===== src/rtl/autoseller_pkg.sv =====
// Shared types and pricing for the autoseller vending controller.
// State codes are plain constants so legacy tools and waveforms see fixed encodings.
package autoseller_pkg;

    typedef logic [1:0] state_t;

    localparam state_t ST_IDLE     = 2'd0;
    localparam state_t ST_CREDIT   = 2'd1;
    localparam state_t ST_DISPENSE = 2'd2;

    typedef enum logic [1:0] {
        STATUS_OK           = 2'd0,
        STATUS_REFUND       = 2'd1,
        STATUS_INSUFFICIENT = 2'd2,
        STATUS_SOLD_OUT     = 2'd3
    } status_e;

    localparam int unsigned PRICE_STEP = 10;

    // The most expensive drink, PRICE_STEP*NUM_TYPES, must fit in the money datapath.
    function automatic int unsigned price(input int unsigned drink_type);
        return PRICE_STEP * (drink_type + 1);
    endfunction

endpackage


===== src/rtl/autoseller_stock.sv =====
// Per-type stock counters with saturating decrement, restock-to-full and empty flags.
// Restock of a type overrides a same-cycle decrement of that type.
module autoseller_stock #(
    parameter int NUM_TYPES  = 4,
    parameter int STOCK_W    = 4,
    parameter int INIT_STOCK = 2**STOCK_W - 1,
    parameter int TYPE_W     = $clog2(NUM_TYPES)
) (
    input  logic                 clk,
    input  logic                 rst_n,
    input  logic                 dec_i,
    input  logic [TYPE_W-1:0]    dec_type_i,
    input  logic                 restock_i,
    input  logic [TYPE_W-1:0]    restock_type_i,
    output logic [NUM_TYPES-1:0] empty_o
);

    logic [STOCK_W-1:0] stock_q [NUM_TYPES];
    logic [STOCK_W-1:0] stock_d [NUM_TYPES];

    always_comb begin
        for (int t = 0; t < NUM_TYPES; t++) begin
            stock_d[t] = stock_q[t];
            if (restock_i && restock_type_i == TYPE_W'(t)) begin
                stock_d[t] = STOCK_W'(INIT_STOCK);
            end else if (dec_i && dec_type_i == TYPE_W'(t) && stock_q[t] != '0) begin
                stock_d[t] = stock_q[t] - 1'b1;
            end
        end
    end

    // NOTE: the counters are a small register array, not RAM, and are reset because vending starts from a known full stock.
    always_ff @(posedge clk or negedge rst_n) begin
        if (!rst_n) begin
            for (int t = 0; t < NUM_TYPES; t++) begin
                stock_q[t] <= STOCK_W'(INIT_STOCK);
            end
        end else begin
            for (int t = 0; t < NUM_TYPES; t++) begin
                stock_q[t] <= stock_d[t];
            end
        end
    end

    always_comb begin
        for (int t = 0; t < NUM_TYPES; t++) begin
            empty_o[t] = (stock_q[t] == '0);
        end
    end

endmodule


===== src/rtl/autoseller_gen.sv =====
// Vending controller: accumulates coins, vends or refunds through a one-cycle DISPENSE state.
// All result outputs are registered and read zero outside their enable_o/err_o pulse.
module autoseller_gen
    import autoseller_pkg::*;
#(
    parameter int MONEY_W    = 8,
    parameter int NUM_TYPES  = 4,
    parameter int STOCK_W    = 4,
    parameter int INIT_STOCK = 2**STOCK_W - 1
) (
    input  logic                         clk,
    input  logic                         reset,
    input  logic                         enable_i,
    input  logic [MONEY_W-1:0]           money_i,
    input  logic                         select_i,
    input  logic [$clog2(NUM_TYPES)-1:0] drinktype_i,
    input  logic                         cancel_i,
    input  logic                         restock_i,
    output logic                         ready_o,
    output logic                         enable_o,
    output logic [MONEY_W-1:0]           change_o,
    output logic [$clog2(NUM_TYPES)-1:0] drink_o,
    output logic [1:0]                   status_o,
    output logic                         err_o
);

    localparam int TYPE_W = $clog2(NUM_TYPES);

    state_t              state_q,  state_d;
    logic [MONEY_W-1:0]  credit_q, credit_d;
    logic                enable_q, enable_d;
    logic                err_q,    err_d;
    logic [MONEY_W-1:0]  change_q, change_d;
    logic [TYPE_W-1:0]   drink_q,  drink_d;
    status_e             status_q, status_d;

    logic [NUM_TYPES-1:0] empty;
    logic                 sel_empty;
    logic                 stock_dec;
    logic [MONEY_W:0]     coin_sum;
    logic [MONEY_W-1:0]   price_sel;

    assign coin_sum  = {1'b0, credit_q} + {1'b0, money_i};
    assign price_sel = MONEY_W'(price(32'(drinktype_i)));

    // A type code with no counter behind it reads as sold out.
    always_comb begin
        sel_empty = 1'b1;
        for (int t = 0; t < NUM_TYPES; t++) begin
            if (drinktype_i == TYPE_W'(t)) begin
                sel_empty = empty[t];
            end
        end
    end

    // NOTE: every signal written here gets a default first, so no branch can leave a latch behind.
    always_comb begin
        state_d   = state_q;
        credit_d  = credit_q;
        enable_d  = 1'b0;
        err_d     = 1'b0;
        change_d  = '0;
        drink_d   = '0;
        status_d  = STATUS_OK;
        stock_dec = 1'b0;

        if (state_q == ST_DISPENSE) begin
            state_d  = ST_IDLE;
            credit_d = '0;
        end else if (cancel_i) begin
            // Cancel wins arbitration even in IDLE, where it simply has nothing to refund.
            if (state_q == ST_CREDIT) begin
                state_d  = ST_DISPENSE;
                enable_d = 1'b1;
                change_d = credit_q;
                status_d = STATUS_REFUND;
            end
        end else if (select_i) begin
            if (sel_empty) begin
                err_d    = 1'b1;
                status_d = STATUS_SOLD_OUT;
            end else if (credit_q < price_sel) begin
                err_d    = 1'b1;
                status_d = STATUS_INSUFFICIENT;
            end else begin
                state_d   = ST_DISPENSE;
                stock_dec = 1'b1;
                enable_d  = 1'b1;
                change_d  = credit_q - price_sel;
                drink_d   = drinktype_i;
            end
        end else if (enable_i) begin
            if (coin_sum[MONEY_W]) begin
                err_d    = 1'b1;
                status_d = STATUS_INSUFFICIENT;
            end else begin
                credit_d = coin_sum[MONEY_W-1:0];
                state_d  = (coin_sum[MONEY_W-1:0] != '0) ? ST_CREDIT : ST_IDLE;
            end
        end
    end

    // NOTE: clocked state uses non-blocking assignments so every flop samples pre-edge values.
    always_ff @(posedge clk or negedge reset) begin
        if (!reset) begin
            state_q  <= ST_IDLE;
            credit_q <= '0;
            enable_q <= 1'b0;
            err_q    <= 1'b0;
            change_q <= '0;
            drink_q  <= '0;
            status_q <= STATUS_OK;
        end else begin
            state_q  <= state_d;
            credit_q <= credit_d;
            enable_q <= enable_d;
            err_q    <= err_d;
            change_q <= change_d;
            drink_q  <= drink_d;
            status_q <= status_d;
        end
    end

    autoseller_stock #(
        .NUM_TYPES  (NUM_TYPES),
        .STOCK_W    (STOCK_W),
        .INIT_STOCK (INIT_STOCK),
        .TYPE_W     (TYPE_W)
    ) u_stock (
        .clk            (clk),
        .rst_n          (reset),
        .dec_i          (stock_dec),
        .dec_type_i     (drinktype_i),
        .restock_i      (restock_i),
        .restock_type_i (drinktype_i),
        .empty_o        (empty)
    );

    assign ready_o  = (state_q != ST_DISPENSE);
    assign enable_o = enable_q;
    assign err_o    = err_q;
    assign change_o = change_q;
    assign drink_o  = drink_q;
    assign status_o = status_q;

endmodule


===== config.mk =====
export PLATFORM = sky130hd
export DESIGN_NAME = autoseller_gen
export DESIGN_NICKNAME = d
export VERILOG_FILES = /design/src/rtl/autoseller_pkg.sv /design/src/rtl/autoseller_stock.sv /design/src/rtl/autoseller_gen.sv
export SDC_FILE = /design/constraint.sdc
export NUM_CORES = 1
export LEC_CHECK = 0
export CORE_UTILIZATION = 33
export DETAILED_ROUTE_END_ITERATION = 12
export HOLD_SLACK_MARGIN = 0.12
export MAX_ROUTING_LAYER = met4
export PLACE_DENSITY = 0.52
export REMOVE_ABC_BUFFERS = 1
export SYNTH_ARGS = -nofsm -noshare
export SYNTH_HDL_FRONTEND = slang
export SYNTH_SLANG_ARGS = --single-unit
export TNS_END_PERCENT = 30

===== constraint.sdc =====
create_clock -name clk -period 5.95 [get_ports clk]
set_input_delay 1.19 -clock clk [delete_from_list [all_inputs] [get_ports clk]]
set_output_delay 1.19 -clock clk [all_outputs]
set_load 0.1 [all_outputs]

# Word level (Yosys, flattened, before mapping)
# Index checks and enable logic that the tools add are counted.
[totals]
register_bits = 40
inputBits = 16
output_inout_bits = 15
elab_cells = 123
[classes]
addsub = 7
mul = 1
magnitude_cmp = 1
n_eq_ne = 13
muxes = 60
n_reduce_logical = 30
[op_table]
columns = ["operator", "n"]
rows = [
  ["$mux 8", 11],
  ["$mux 2", 20],
  ["$mux 4", 8],
  ["$mux 1", 21],
  ["$reduce_bool 4->1", 5],
  ["$logic_not 4->1", 4],
  ["$sub 4x1->4 const B", 4],
  ["$logic_and 1x1->1", 12],
  ["$reduce_bool 2->1", 5],
  ["$add 8x8->9", 1],
  ["$lt 8x7->1", 1],
  ["$ne 4x3->1 const B", 2],
  ["$reduce_bool 8->1", 1],
  ["$sub 8x7->8", 1],
  ["$eq 2x2->1 const B", 3],
  ["$mul 3x3->6 const A", 1],
  ["$ne 2x1->1 const B", 3],
  ["$reduce_and 5->1", 1],
  ["$eq 2x1->1 const B", 2],
  ["$ne 4x4->1 const B", 1],
  ["$reduce_and 4->1", 1],
  ["$add 2x1->3 const B", 1],
  ["$ne 3x1->1 const B", 1],
  ["$logic_not 2->1", 1],
  ["$ne 2x2->1 const B", 1],
]

# Longest topological paths before layout
[logic_depth]
ltp_word = 13
depth_mapped = 12
depth_no_buf = 10

# Hierarchy
# From an unflattened synthesis, not the netlist that was laid out.
[unflattened]
hier_cells = 276
area_unflattened_um2 = 2606.2
[modules_own_cells]
columns = ["module", "instances", "cells_each", "area_each_um2", "seq_area_each_um2"]
rows = [
  ["autoseller_gen", 1, 182, 1687.9, 575.6],
  ["autoseller_stock", 1, 94, 918.4, 420.4],
]

# Least setup slack after synthesis
# No wires, ideal clock.
[synth_path]
path_type = "in2reg"
from = "in drinktype_i[0]"
to = "reg change_q[4] (netlist: change_o[4])"
setup_ps = 122
arrival_time_ps = 3218
t_required_ps = 5828
setup_slack_ps = 2610
cell_stages = 11
path_buffers = 2
path_cell_list = "inv_1 ha_1 inv_1 ha_1 nor2b_1 o31ai_1 a21oi_1 and3_1 buf_6 buf_6 a32o_1"
[synth_via]
elab_chain_cells = 9
elab_cells_between_ends = 17
classes_between = "add/sub: 2; mul: 1; order compare: 1; eq/ne: 3; mux: 9; reduce/logical: 1"
[synth_lines]
columns = ["item", "line_no", "rtl"]
rows = [
  ["start: declaration", "autoseller_gen.sv:16", "input logic [$clog2(NUM_TYPES)-1:0] drinktype_i,"],
  ["branches (longest 5 deep; another with $sub 8x7->8)", "--", ""],
  ["$mux 8 *", "autoseller_gen.sv:79", "if (sel_empty) begin"],
  ["$mux 8 *", "autoseller_gen.sv:78", "end else if (select_i) begin"],
  ["$mux 8 *", "autoseller_gen.sv:70", "end else if (cancel_i) begin"],
  ["$mux 8 *", "autoseller_gen.sv:67", "if (state_q == ST_DISPENSE) begin"],
  ["net change_d[4]", "autoseller_gen.sv:33", "logic [MONEY_W-1:0] change_q, change_d;"],
  ["end signal: assignment", "autoseller_gen.sv:118", "change_q <= change_d;"],
  ["end: declaration", "autoseller_gen.sv:33", ""],
]
# Mark *: on every way through the listed nets, which the timed path passes.
# A chain may end at the register's enable or synchronous reset.

# Worst setup path after layout
[layout_path]
from = "in drinktype_i[0]"
to = "reg u_stock.stock_q[12] (netlist name)"
[layout_via]
elab_chain_cells = 12
elab_cells_between_ends = 21
classes_between = "add/sub: 1; mul: 1; order compare: 1; eq/ne: 3; mux: 10; reduce/logical: 5"
[layout_lines]
columns = ["item", "line_no", "rtl"]
rows = [
  ["branches (longest 12 deep; another with $lt 8x7->1)", "--", ""],
  ["end signal: indexed assignment", "autoseller_stock.sv:36", "stock_q[t] <= STOCK_W'(INIT_STOCK);"],
  ["end signal: indexed assignment", "autoseller_stock.sv:40", "stock_q[t] <= stock_d[t];"],
  ["end: declaration", "autoseller_stock.sv:18", "logic [STOCK_W-1:0] stock_q [NUM_TYPES];"],
]
# Several ways; the timed one is not identified.

==> impl_metrics.tcl <==
set metrics [dict create \
    wirelength_mm 5.92 \
    grt_first_pass_wirelength_mm 10.1 \
    htreeDepth 2 \
    status "completed" \
    p_int_uw 648 \
    dpl.hpwl_mm 4.38 \
    fmax_mhz 240 \
    yosys.cell_types.count 59 \
    num_vias 2117 \
    yosysTopAreaCell "dfrtp_1" \
    routed_via_density 5.18 \
    numCtsBuffers 5 \
    clk-insertion-delay-late_ns 0.30 \
    row_count 32 \
    routedWlPerCell_um 14.5 \
    area_growth_pct 16.9 \
    path_max_fanout 19 \
    gp_congestion 0.801 \
    rsz0062_at_grt "no" \
    fin_util 0.398 \
    core-area_mm2 0.00773 \
    ys_seq_elements 39 \
    p_comb_frac 0.530 \
    worst_pin_slew_ns 0.972 \
    setup_viol 0 \
    fp.dieH_um 91.3 \
    port_buffers 30 \
    cellLeakagePower_uw 0.00138 \
    cts_tree "built" \
    overflow 0 \
    clock_sinks 39 \
    drt-initial-drc-count 117 \
    clkPwrFrac 0.144 \
    grtUsageTotal 0.158 \
    die_w_um 91.3 \
    synth_edf_count 0 \
    ys_warn_count 0 \
    finish.instance_area_mm2 0.00307 \
    finClkSkew_ns 0.0110 \
    irDropWorstVdd_mv 0.153 \
    ant_nets 0 \
    final-hold-violation-count 0 \
    synth_ff_type "dfrtp_1" \
    power_frac_seq 0.325 \
    start_util 0.340 \
    hold_class "register to register" \
    postPlaceCellArea_mm2 0.00299 \
    crit_type "input pin to register" \
    cp-start-kind "input pin" \
    cp.arrival_ns 4.38 \
    async_flop_share 1.00 \
    remaining_drc_errors 0 \
    grt_max_degree 40 \
    die_area_mm2 0.00833 \
    synth.avg_cell_area_um2 9.49 \
    postCtsSetupBuffers 0 \
    ys_top_cells_by_count "inv_1 (25), dfrtp_1 (23), ha_1 (22)" \
    drv_slew 0 \
    slew_headroom 0.350 \
    yosysTopAreaCellShare 0.219 \
    sw_frac_of_total 0.465 \
    drive_gt1_frac 0.147 \
    ctsHoldBuffers 0 \
    syn_area_mm2 0.00263 \
    ioPinCount 31 \
    postSynthCellCount 277 \
    yosysMostFrequentCell "inv_1" \
    clk_pin_slew_ns 0.08 \
    fin_crit_sh 0.701 \
    antenna_cells 0 \
    setup_tns_ns 0 \
    cts-resized-gates 0 \
    crit_required_ns 6.16 \
    firstDrtPassIters 4 \
    maxCapViolCount 0 \
    synth_area_leaders "dfrtp_1 (22%), dfstp_2 (16%), ha_1 (10%)" \
    p_per_area_mw_per_mm2 395 \
    clockBufferDepth 2 \
    nets 346 \
    antenna_found_initial 0 \
    endpoint_kind "register" \
    grt_pass1_vias 2148 \
    root_buffer "clkbuf_8" \
    power.net_switching_uw 564 \
    yosysSeqAreaShare 0.379 \
    fin_crit_ns 4.17 \
]
-- cell usage in the layout (no fill, tap or decap), types with 2 or more instances in the layout --
cell type / Yosys / routed
clkdlybuf4s50_1: 0 / 29
nand2_1: 18 / 18
or3b_1: 2 / 2
dfrtp_1: 23 / 23
o2bb2ai_1: 2 / 2
o22ai_1: 4 / 4
a311oi_1: 3 / 3
fa_1: 2 / 2
xor2_1: 3 / 3
a21o_1: 4 / 4
and3_1: 2 / 2
dfstp_2: 16 / 16
o21a_1: 2 / 2
a211oi_1: 2 / 2
xnor2_1: 6 / 6
a41o_2: 2 / 2
or3_1: 2 / 2
clkbuf_8: 0 / 5
nor2_1: 21 / 21
clkinv_2: 0 / 3
and3_2: 4 / 4
nand2b_1: 2 / 2
inv_1: 25 / 25
nand3_1: 7 / 7
a22o_1: 10 / 10
nor3_1: 10 / 10
o21ai_0: 16 / 16
a21oi_1: 18 / 18
or3b_4: 2 / 2
ha_1: 22 / 22
nor4_1: 4 / 4
and2_1: 2 / 2
a31oi_1: 6 / 6
nor2b_1: 5 / 5
-- critical path: stages --
cell	delay, ns
clkdlybuf4s50_1	0.51
inv_1	0.13
ha_1	0.36
inv_1	0.07
ha_1	0.26
nor2b_1	0.18
o31ai_1	0.12
a21oi_1	0.43
and3_1	0.66
nand2_1	0.17
a311oi_1	0.29
-- routing by layer --
| layer | vias up | share of wire | track usage |
|---|---|---|---|
| li1 | 1061 | - | - |
| met1 | 1010 | 0.48 | 0.205 |
| met4 | 0 | 0.020 | 0.0608 |
| met3 | 10 | 0.028 | 0.0251 |
| met2 | 36 | 0.47 | 0.249 |
| met5 | - | 0 | - |
-- power by group through the flow --
| stage | Combinational, uW | Sequential (uW) | Clock (uW) |
|---|---|---|---|
| after floorplan | 382 | 502 | 0 |
| after global placement | 639 | 398 | 0 |
| after detailed placement | 641 | 397 | 0 |
| after CTS | 643 | 394 | 183 |
| after global routing | 708 | 404 | 193 |
| final | 643 | 394 | 175 |
-- worst paths after layout --
path | from | to | slack [ns] | depth (start not counted)
worst max register to register | credit_q[2] | u_stock.stock_q[12] | 3.24 | 7
worst max-delay path | drinktype_i[0] | u_stock.stock_q[12] | 1.78 | 11
worst min register to register | u_stock.stock_q[7] | u_stock.stock_q[7] | 0.51 | 1
max in group asynchronous | reset | credit_q[6] | 4.41 | 1
min in group asynchronous | reset | err_o | 1.00 | 1
worst min-delay path | u_stock.stock_q[7] | u_stock.stock_q[7] | 0.51 | 1
-- through the flow --
stage	std cells	total power, uW	setup slack, ns	hold slack [ns]
after floorplan	269	883	2.53	0.474
after global placement	401	1040	1.61	0.505
after detailed placement	401	1040	1.46	0.498
after CTS	409	1220	1.79	0.508
after global routing	409	1310	1.47	0.520
final	409	1210	1.78	0.506
-- cells by family (layout without fill, tap and decap cells) --
family | count (synthesis) | after routing | share of synthesized area
mux | 1 | 1 | 0.00381
xor+xnor | 9 | 9 | 0.0300
flops | 39 | 39 | 0.379
compound gates | 79 | 79 | 0.212
buf+inv | 33 | 63 | 0.0595
fa+ha+maj | 24 | 24 | 0.120
simple gates | 92 | 92 | 0.196
-- final cells by class --
| class | count | area (um^2) |
|---|---|---|
| clock buffer | 5 | 68.8 |
| timing repair buffer | 30 | 295 |
| sequential | 39 | 996 |
| clock inverter | 3 | 15.0 |
| tap | 102 | 128 |
| inverter | 25 | 93.8 |
| fill | 762 | 4650 |
| multi-input combinational | 205 | 1480 |
-- flip-flops by register name (all words and copies together), names as in the netlist --
name	cells
change_o	8
credit_q	8
drink_o	2
enable_o	1
err_o	1
state_q	2
status_o	1
u_stock.stock_q	16
Note: power is estimated with default switching activity, not from simulation.
